[src/rtl/rvc_fetch_aligner.sv]
// rvc_fetch_aligner: splits fetch words into 16-bit parcels, then realigns them
// into mixed 16/32-bit RISC-V instructions with PC and compressed register fields.
//
// Core state
//   parcel queue | circular buffer of 16-bit parcels (head/tail/count)
//   pc           | PC of the next instruction to be loaded into the output register
//   drop         | low parcels of the next accepted word that precede the target PC
//   output reg   | one instruction held for decode until out_ready
module rvc_fetch_aligner #(
   parameter int              FETCH_W  = 32,
   parameter int              QDEPTH   = 8,
   parameter int              XLEN     = 32,
   parameter logic [XLEN-1:0] RESET_PC = '0
) (
   input  logic               clk,
   input  logic               rst_n,
   input  logic               flush,
   input  logic [XLEN-1:0]    flush_pc,
   input  logic               fetch_valid,
   output logic               fetch_ready,
   input  logic [FETCH_W-1:0] fetch_data,
   output logic               out_valid,
   input  logic               out_ready,
   output logic [31:0]        out_instr,
   output logic               out_is_comp,
   output logic [XLEN-1:0]    out_pc,
   output logic [2:0]         out_rdp,
   output logic [2:0]         out_rs2p
);

   localparam int PARCELS = FETCH_W / 16;
   localparam int PW      = $clog2(QDEPTH);
   localparam int CW      = $clog2(QDEPTH + 1);
   localparam int DW      = $clog2(PARCELS);

   logic [15:0]      mem_q [QDEPTH];
   logic [15:0]      mem_d [QDEPTH];
   logic [PW-1:0]    head_q, head_d, tail_q, tail_d;
   logic [CW-1:0]    count_q, count_d;
   logic [XLEN-1:0]  pc_q, pc_d;
   logic [DW-1:0]    drop_q, drop_d;

   logic             out_valid_q, out_valid_d;
   logic [31:0]      out_instr_q, out_instr_d;
   logic             out_is_comp_q, out_is_comp_d;
   logic [XLEN-1:0]  out_pc_q, out_pc_d;
   logic [2:0]       out_rdp_q, out_rdp_d;
   logic [2:0]       out_rs2p_q, out_rs2p_d;

   logic [15:0]      head0, head1;
   logic             head_is32, avail, space_ok, push, load;
   logic [CW-1:0]    push_n, pop_n;
   logic             unused_flush_lsb;

   assign unused_flush_lsb = flush_pc[0];

   assign head0     = mem_q[head_q];
   assign head1     = mem_q[head_q + PW'(1)];
   assign head_is32 = (head0[1:0] == 2'b11);
   // A 32-bit head with only its low half buffered stalls until the next word.
   assign avail     = head_is32 ? (count_q >= CW'(2)) : (count_q != '0);

   // Registered count only: a pop in this cycle does not make room for a push.
   assign space_ok    = (32'(count_q) + 32'(PARCELS)) <= 32'(QDEPTH);
   assign fetch_ready = rst_n && !flush && space_ok;

   assign push   = fetch_valid && fetch_ready;
   assign load   = (!out_valid_q || out_ready) && avail;
   assign push_n = CW'(PARCELS) - CW'(drop_q);
   assign pop_n  = load ? (head_is32 ? CW'(2) : CW'(1)) : '0;

   // Queue, PC and drop next-state; flush overrides any push or pop.
   always_comb begin
      mem_d   = mem_q;
      head_d  = head_q;
      tail_d  = tail_q;
      count_d = count_q;
      pc_d    = pc_q;
      drop_d  = drop_q;
      if (flush) begin
         head_d  = '0;
         tail_d  = '0;
         count_d = '0;
         pc_d    = {flush_pc[XLEN-1:1], 1'b0};
         drop_d  = flush_pc[DW:1];
      end else begin
         if (push) begin
            for (int i = 0; i < PARCELS; i++) begin
               if (i >= int'(drop_q))
                  mem_d[tail_q + PW'(i) - PW'(drop_q)] = fetch_data[16*i +: 16];
            end
            tail_d = tail_q + PW'(push_n);
            drop_d = '0;
         end
         if (load) begin
            head_d = head_q + PW'(pop_n);
            pc_d   = pc_q + (head_is32 ? XLEN'(4) : XLEN'(2));
         end
         count_d = count_q + (push ? push_n : '0) - pop_n;
      end
   end

   // Output register next-state; contents freeze while decode applies backpressure.
   always_comb begin
      out_valid_d   = out_valid_q;
      out_instr_d   = out_instr_q;
      out_is_comp_d = out_is_comp_q;
      out_pc_d      = out_pc_q;
      out_rdp_d     = out_rdp_q;
      out_rs2p_d    = out_rs2p_q;
      if (flush) begin
         out_valid_d   = 1'b0;
         out_instr_d   = '0;
         out_is_comp_d = 1'b0;
         out_pc_d      = '0;
         out_rdp_d     = '0;
         out_rs2p_d    = '0;
      end else if (load) begin
         out_valid_d   = 1'b1;
         out_instr_d   = head_is32 ? {head1, head0} : {16'h0000, head0};
         out_is_comp_d = !head_is32;
         out_pc_d      = pc_q;
         out_rdp_d     = head_is32 ? 3'b000 : head0[9:7];
         out_rs2p_d    = head_is32 ? 3'b000 : head0[4:2];
      end else if (out_ready) begin
         out_valid_d   = 1'b0;
      end
   end

   // State registers with asynchronous active-low reset.
   always_ff @(posedge clk or negedge rst_n) begin
      if (!rst_n) begin
         for (int i = 0; i < QDEPTH; i++) mem_q[i] <= '0;
         head_q        <= '0;
         tail_q        <= '0;
         count_q       <= '0;
         pc_q          <= {RESET_PC[XLEN-1:1], 1'b0};
         drop_q        <= RESET_PC[DW:1];
         out_valid_q   <= 1'b0;
         out_instr_q   <= '0;
         out_is_comp_q <= 1'b0;
         out_pc_q      <= '0;
         out_rdp_q     <= '0;
         out_rs2p_q    <= '0;
      end else begin
         mem_q         <= mem_d;
         head_q        <= head_d;
         tail_q        <= tail_d;
         count_q       <= count_d;
         pc_q          <= pc_d;
         drop_q        <= drop_d;
         out_valid_q   <= out_valid_d;
         out_instr_q   <= out_instr_d;
         out_is_comp_q <= out_is_comp_d;
         out_pc_q      <= out_pc_d;
         out_rdp_q     <= out_rdp_d;
         out_rs2p_q    <= out_rs2p_d;
      end
   end

   assign out_valid   = out_valid_q;
   assign out_instr   = out_instr_q;
   assign out_is_comp = out_is_comp_q;
   assign out_pc      = out_pc_q;
   assign out_rdp     = out_rdp_q;
   assign out_rs2p    = out_rs2p_q;

endmodule

[config.mk]
export PLATFORM = sky130hd
export DESIGN_NAME = rvc_fetch_aligner
export DESIGN_NICKNAME = d
export VERILOG_FILES = /design/src/rtl/rvc_fetch_aligner.sv
export SDC_FILE = /design/constraint.sdc
export NUM_CORES = 1
export LEC_CHECK = 0
export CAP_MARGIN = 20
export CORE_UTILIZATION = 50
export CTS_BUF_LIST = sky130_fd_sc_hd__clkbuf_8
export DETAILED_ROUTE_END_ITERATION = 7
export PLACE_DENSITY = 0.75
export SLEW_MARGIN = 20
export SYNTH_ARGS = -nofsm -noshare
export SYNTH_HDL_FRONTEND = slang
export SYNTH_SLANG_ARGS = --single-unit
[constraint.sdc]
create_clock -name clk -period 4.2 [get_ports clk]
set_input_delay 0.63 -clock clk [delete_from_list [all_inputs] [get_ports clk]]
set_output_delay 0.63 -clock clk [all_outputs]
set_load 0.02 [all_outputs]
==> flow_summary.yaml <==
timing:
  drv_slew: 0
  worstMarginPinSlew_ns: 0.975
  fin_crit_sh_pct: 92.2
  setup_viol: 0
  finClkSkew_ns: 0.0194
  rsz0062_at_grt: "no"
  tns_ns: 0
  slew-limit-headroom_pct: 34.9
  hold_ws_ns: 0.474
  finalCriticalPeriod_ns: 3.87
  finalHoldViolCount: 0
  fmax_ghz: 0.258
global_routing:
  grt_max_degree: 78
  grt.overflow.total: 0
  track_usage_pct: 27.1
  antenna_found_initial: 1
  grt_pass1_vias: 10003
  grt_pass1_wl_um: 56500
cells_and_area:
  antenna_cells: 0
  final_nets: 1427
  syn_to_final_growth_pct: 18.7
  drive_gt1_share_pct: 13.8
synthesis:
  synth.most_common_cell: "dfrtp_1"
  synth_edf_count: 0
  synth_common_cells: "dfrtp_1 (242), nand2_1 (212), o21ai_0 (199)"
  ys_warn_count: 0
  netlist.top_cell.by_area: "dfrtp_1"
  synth_cell_types: 47
  syn_inst: 1231
  synthArstFlopShare_pct: 100
  syn_area_um2: 13200
  synth_area_leaders: "dfrtp_1 (46%), mux2i_1 (12%), mux4_2 (11%)"
  netlist.area_leader.share_pct: 45.8
  yosysSeqAreaShare_pct: 45.8
  avgSynthCellArea_um2: 10.7
  ys_ff_latch: 242
  synth_nets: 1320
  synth_flop_cell: "dfrtp_1"
clocking:
  postCtsSetupRepairBufs: 0
  clk_pin_slew_ns: 0.07
  clk_latency_ns: 0.55
  clockBufferDepth: 3
  h-tree-depth: 2
  cts-root-buf: "clkbuf_8"
  numCtsBuffers: 41
  cts_tree: "done"
  cts.sinks: 242
worst_setup_path:
  cp.arrival_ns: 4.31
  crit_path_end_kind: "flip-flop"
  cp-startpoint: "head_q[0]"
  critPathKind: "reg -> reg"
  required_ns: 4.64
  r2r-start: "head_q[0]"
  crit_fanout: 12
  startpoint_type: "flip-flop"
route:
  routed_wl_um: 35800
  drt-vias-per-instance: 6.06
  vias: 10253
  drc: 0
  final_antenna_net_count: 0
  routedWlPerCell_um: 21.2
  first_pass_iters: 5
  drt_iter0_drc: 877
outcome:
  outcome: "finished, final reports clean"
floorplanning:
  die_area_um2: 27100
  core_um2: 26000
  die_x_um: 165
  die_y_um: 165
  num_rows: 59
  num_io_pins: 142
  start_util_pct: 50.8
power_and_ir_drop:
  p_clk_share_pct: 19.5
  pwr-share-seq_pct: 37.8
  vdd_drop_max_mv: 0.304
  leakage_nw: 6.58
  powerDensity_nw_per_um2: 630
  pwr-share-comb_pct: 42.7
  sw_frac_of_total_pct: 38.3
  power.internal_mw: 6.10
  p_switching_mw: 3.79
placed_design:
  hpwl_um: 23900
  gp_congestion: 0.868
  portBuffers: 140
worst_hold_path:
  hold_start: "out_is_comp"
  hp-class: "reg -> reg"
run:
  cap_violations: 0
[path summary, 6_finish.rpt]
path                               endpoint  slack (ns)  cells past startpoint
min in group asynchronous        out_pc[10]        0.58                      2
max in group asynchronous         mem_q[82]        2.38                      3
worst max register to register     pc_q[19]        0.33                     11
worst min register to register  out_is_comp        0.47                      2
worst max-delay path               pc_q[19]        0.33                     11
worst min-delay path            out_is_comp        0.47                      2
[cell type report]
class                      instances  area [µm²]
clock buffer                      47         647
clock inverter                    16        67.6
fill                            2119       10300
inverter                          20        75.1
multi-input combinational        857        6710
sequential                       242        6060
tap                              335         419
timing repair buffer             176        1710
[cell usage in the layout (no fill, tap or decap), types with 5 or more instances in the layout]
cell | netlist | layout
nand2b_1 | 7 | 7
nor3_1 | 8 | 7
clkdlybuf4s50_1 | 0 | 138
nor2b_1 | 5 | 5
mux2_2 | 9 | 9
a22o_1 | 31 | 31
clkbuf_8 | 0 | 47
a21oi_1 | 7 | 7
a31oi_1 | 7 | 7
nand4_1 | 5 | 5
nand3_1 | 10 | 10
o21ai_2 | 0 | 6
nor2_1 | 27 | 21
mux2i_1 | 160 | 160
mux4_2 | 64 | 64
o21ai_0 | 199 | 193
nor2_2 | 0 | 6
fa_1 | 5 | 5
xor2_1 | 13 | 12
ha_1 | 15 | 15
xnor2_1 | 19 | 19
dfrtp_1 | 242 | 240
inv_1 | 20 | 33
and3_1 | 8 | 8
nand2_1 | 212 | 210
o2111ai_1 | 6 | 6
buf_4 | 0 | 33
[registers in the layout, summed over array words and instances (netlist names)]
signal       count
drop_q           1
out_pc          32
pc_q            31
out_rs2p         3
count_q          4
out_instr       32
head_q           3
mem_q          128
out_is_comp      1
out_valid        1
tail_q           3
out_rdp          3
[power by group through the flow]
stage	clock network (mW)	registers, mW	logic (mW)
finish	1.93	3.74	4.22
global route	2.07	3.84	4.59
CTS	1.96	3.72	4.21
detailed placement	0	3.76	4.19
global placement	0	3.70	4.07
floorplan	0	3.82	2.58
[worst max-delay path, cell delays in order (launching register included)]
cell and delay (ns):
dfrtp_4 0.52, mux4_2 0.52, mux2_2 0.34, nand2_1 0.20
ha_1 0.22, inv_1 0.06, fa_1 0.40, nor2_1 0.14
nand3_1 0.49, a21oi_1 0.44, a31oi_1 0.13, o31a_1 0.29
[what timing repair did]
item                                   4_1_cts  5_1_grt
resized for setup                            0        0
setup endpoints to repair                    0        0
hold buffers                                 1        0
endpoints found under the hold margin       22        0
[kinds of logic after synthesis]
| family | Yosys count | share of synthesized area (%) |
|---|---|---|
| compound gates | 272 | 12.4 |
| buf+inv | 132 | 3.93 |
| mux | 235 | 24.0 |
| flops | 242 | 45.8 |
| simple gates | 298 | 9.52 |
| fa+ha+maj | 20 | 2.18 |
| xor+xnor | 32 | 2.12 |
[per-layer routing]
| layer | track usage (%) | share of wire [%] | wire length [µm] | up-vias |
|---|---|---|---|---|
| met5 | 0 | 0.031 | 11 | - |
| met4 | 9.22 | 2.4 | 861 | 2 |
| met3 | 4.80 | 7.6 | 2710 | 76 |
| met2 | 43.3 | 47 | 16900 | 457 |
| met1 | 37.5 | 43 | 15300 | 5110 |
| li1 | - | - | - | 4608 |
[per-stage QoR]
stage	util [%]	power (mW)	instances	setup WS, ns	instance area (µm²)
final	60.4	9.89	1693	0.329	15700
after global routing	60.4	10.5	1693	0.0877	15700
after CTS	60.2	9.89	1692	0.341	15700
after detailed placement	57.4	7.95	1628	0.398	14900
after global placement	57.4	7.78	1628	0.432	14900
after floorplan	-	6.39	1231	0.659	13200
Note: power is estimated with default switching activity, not from simulation.
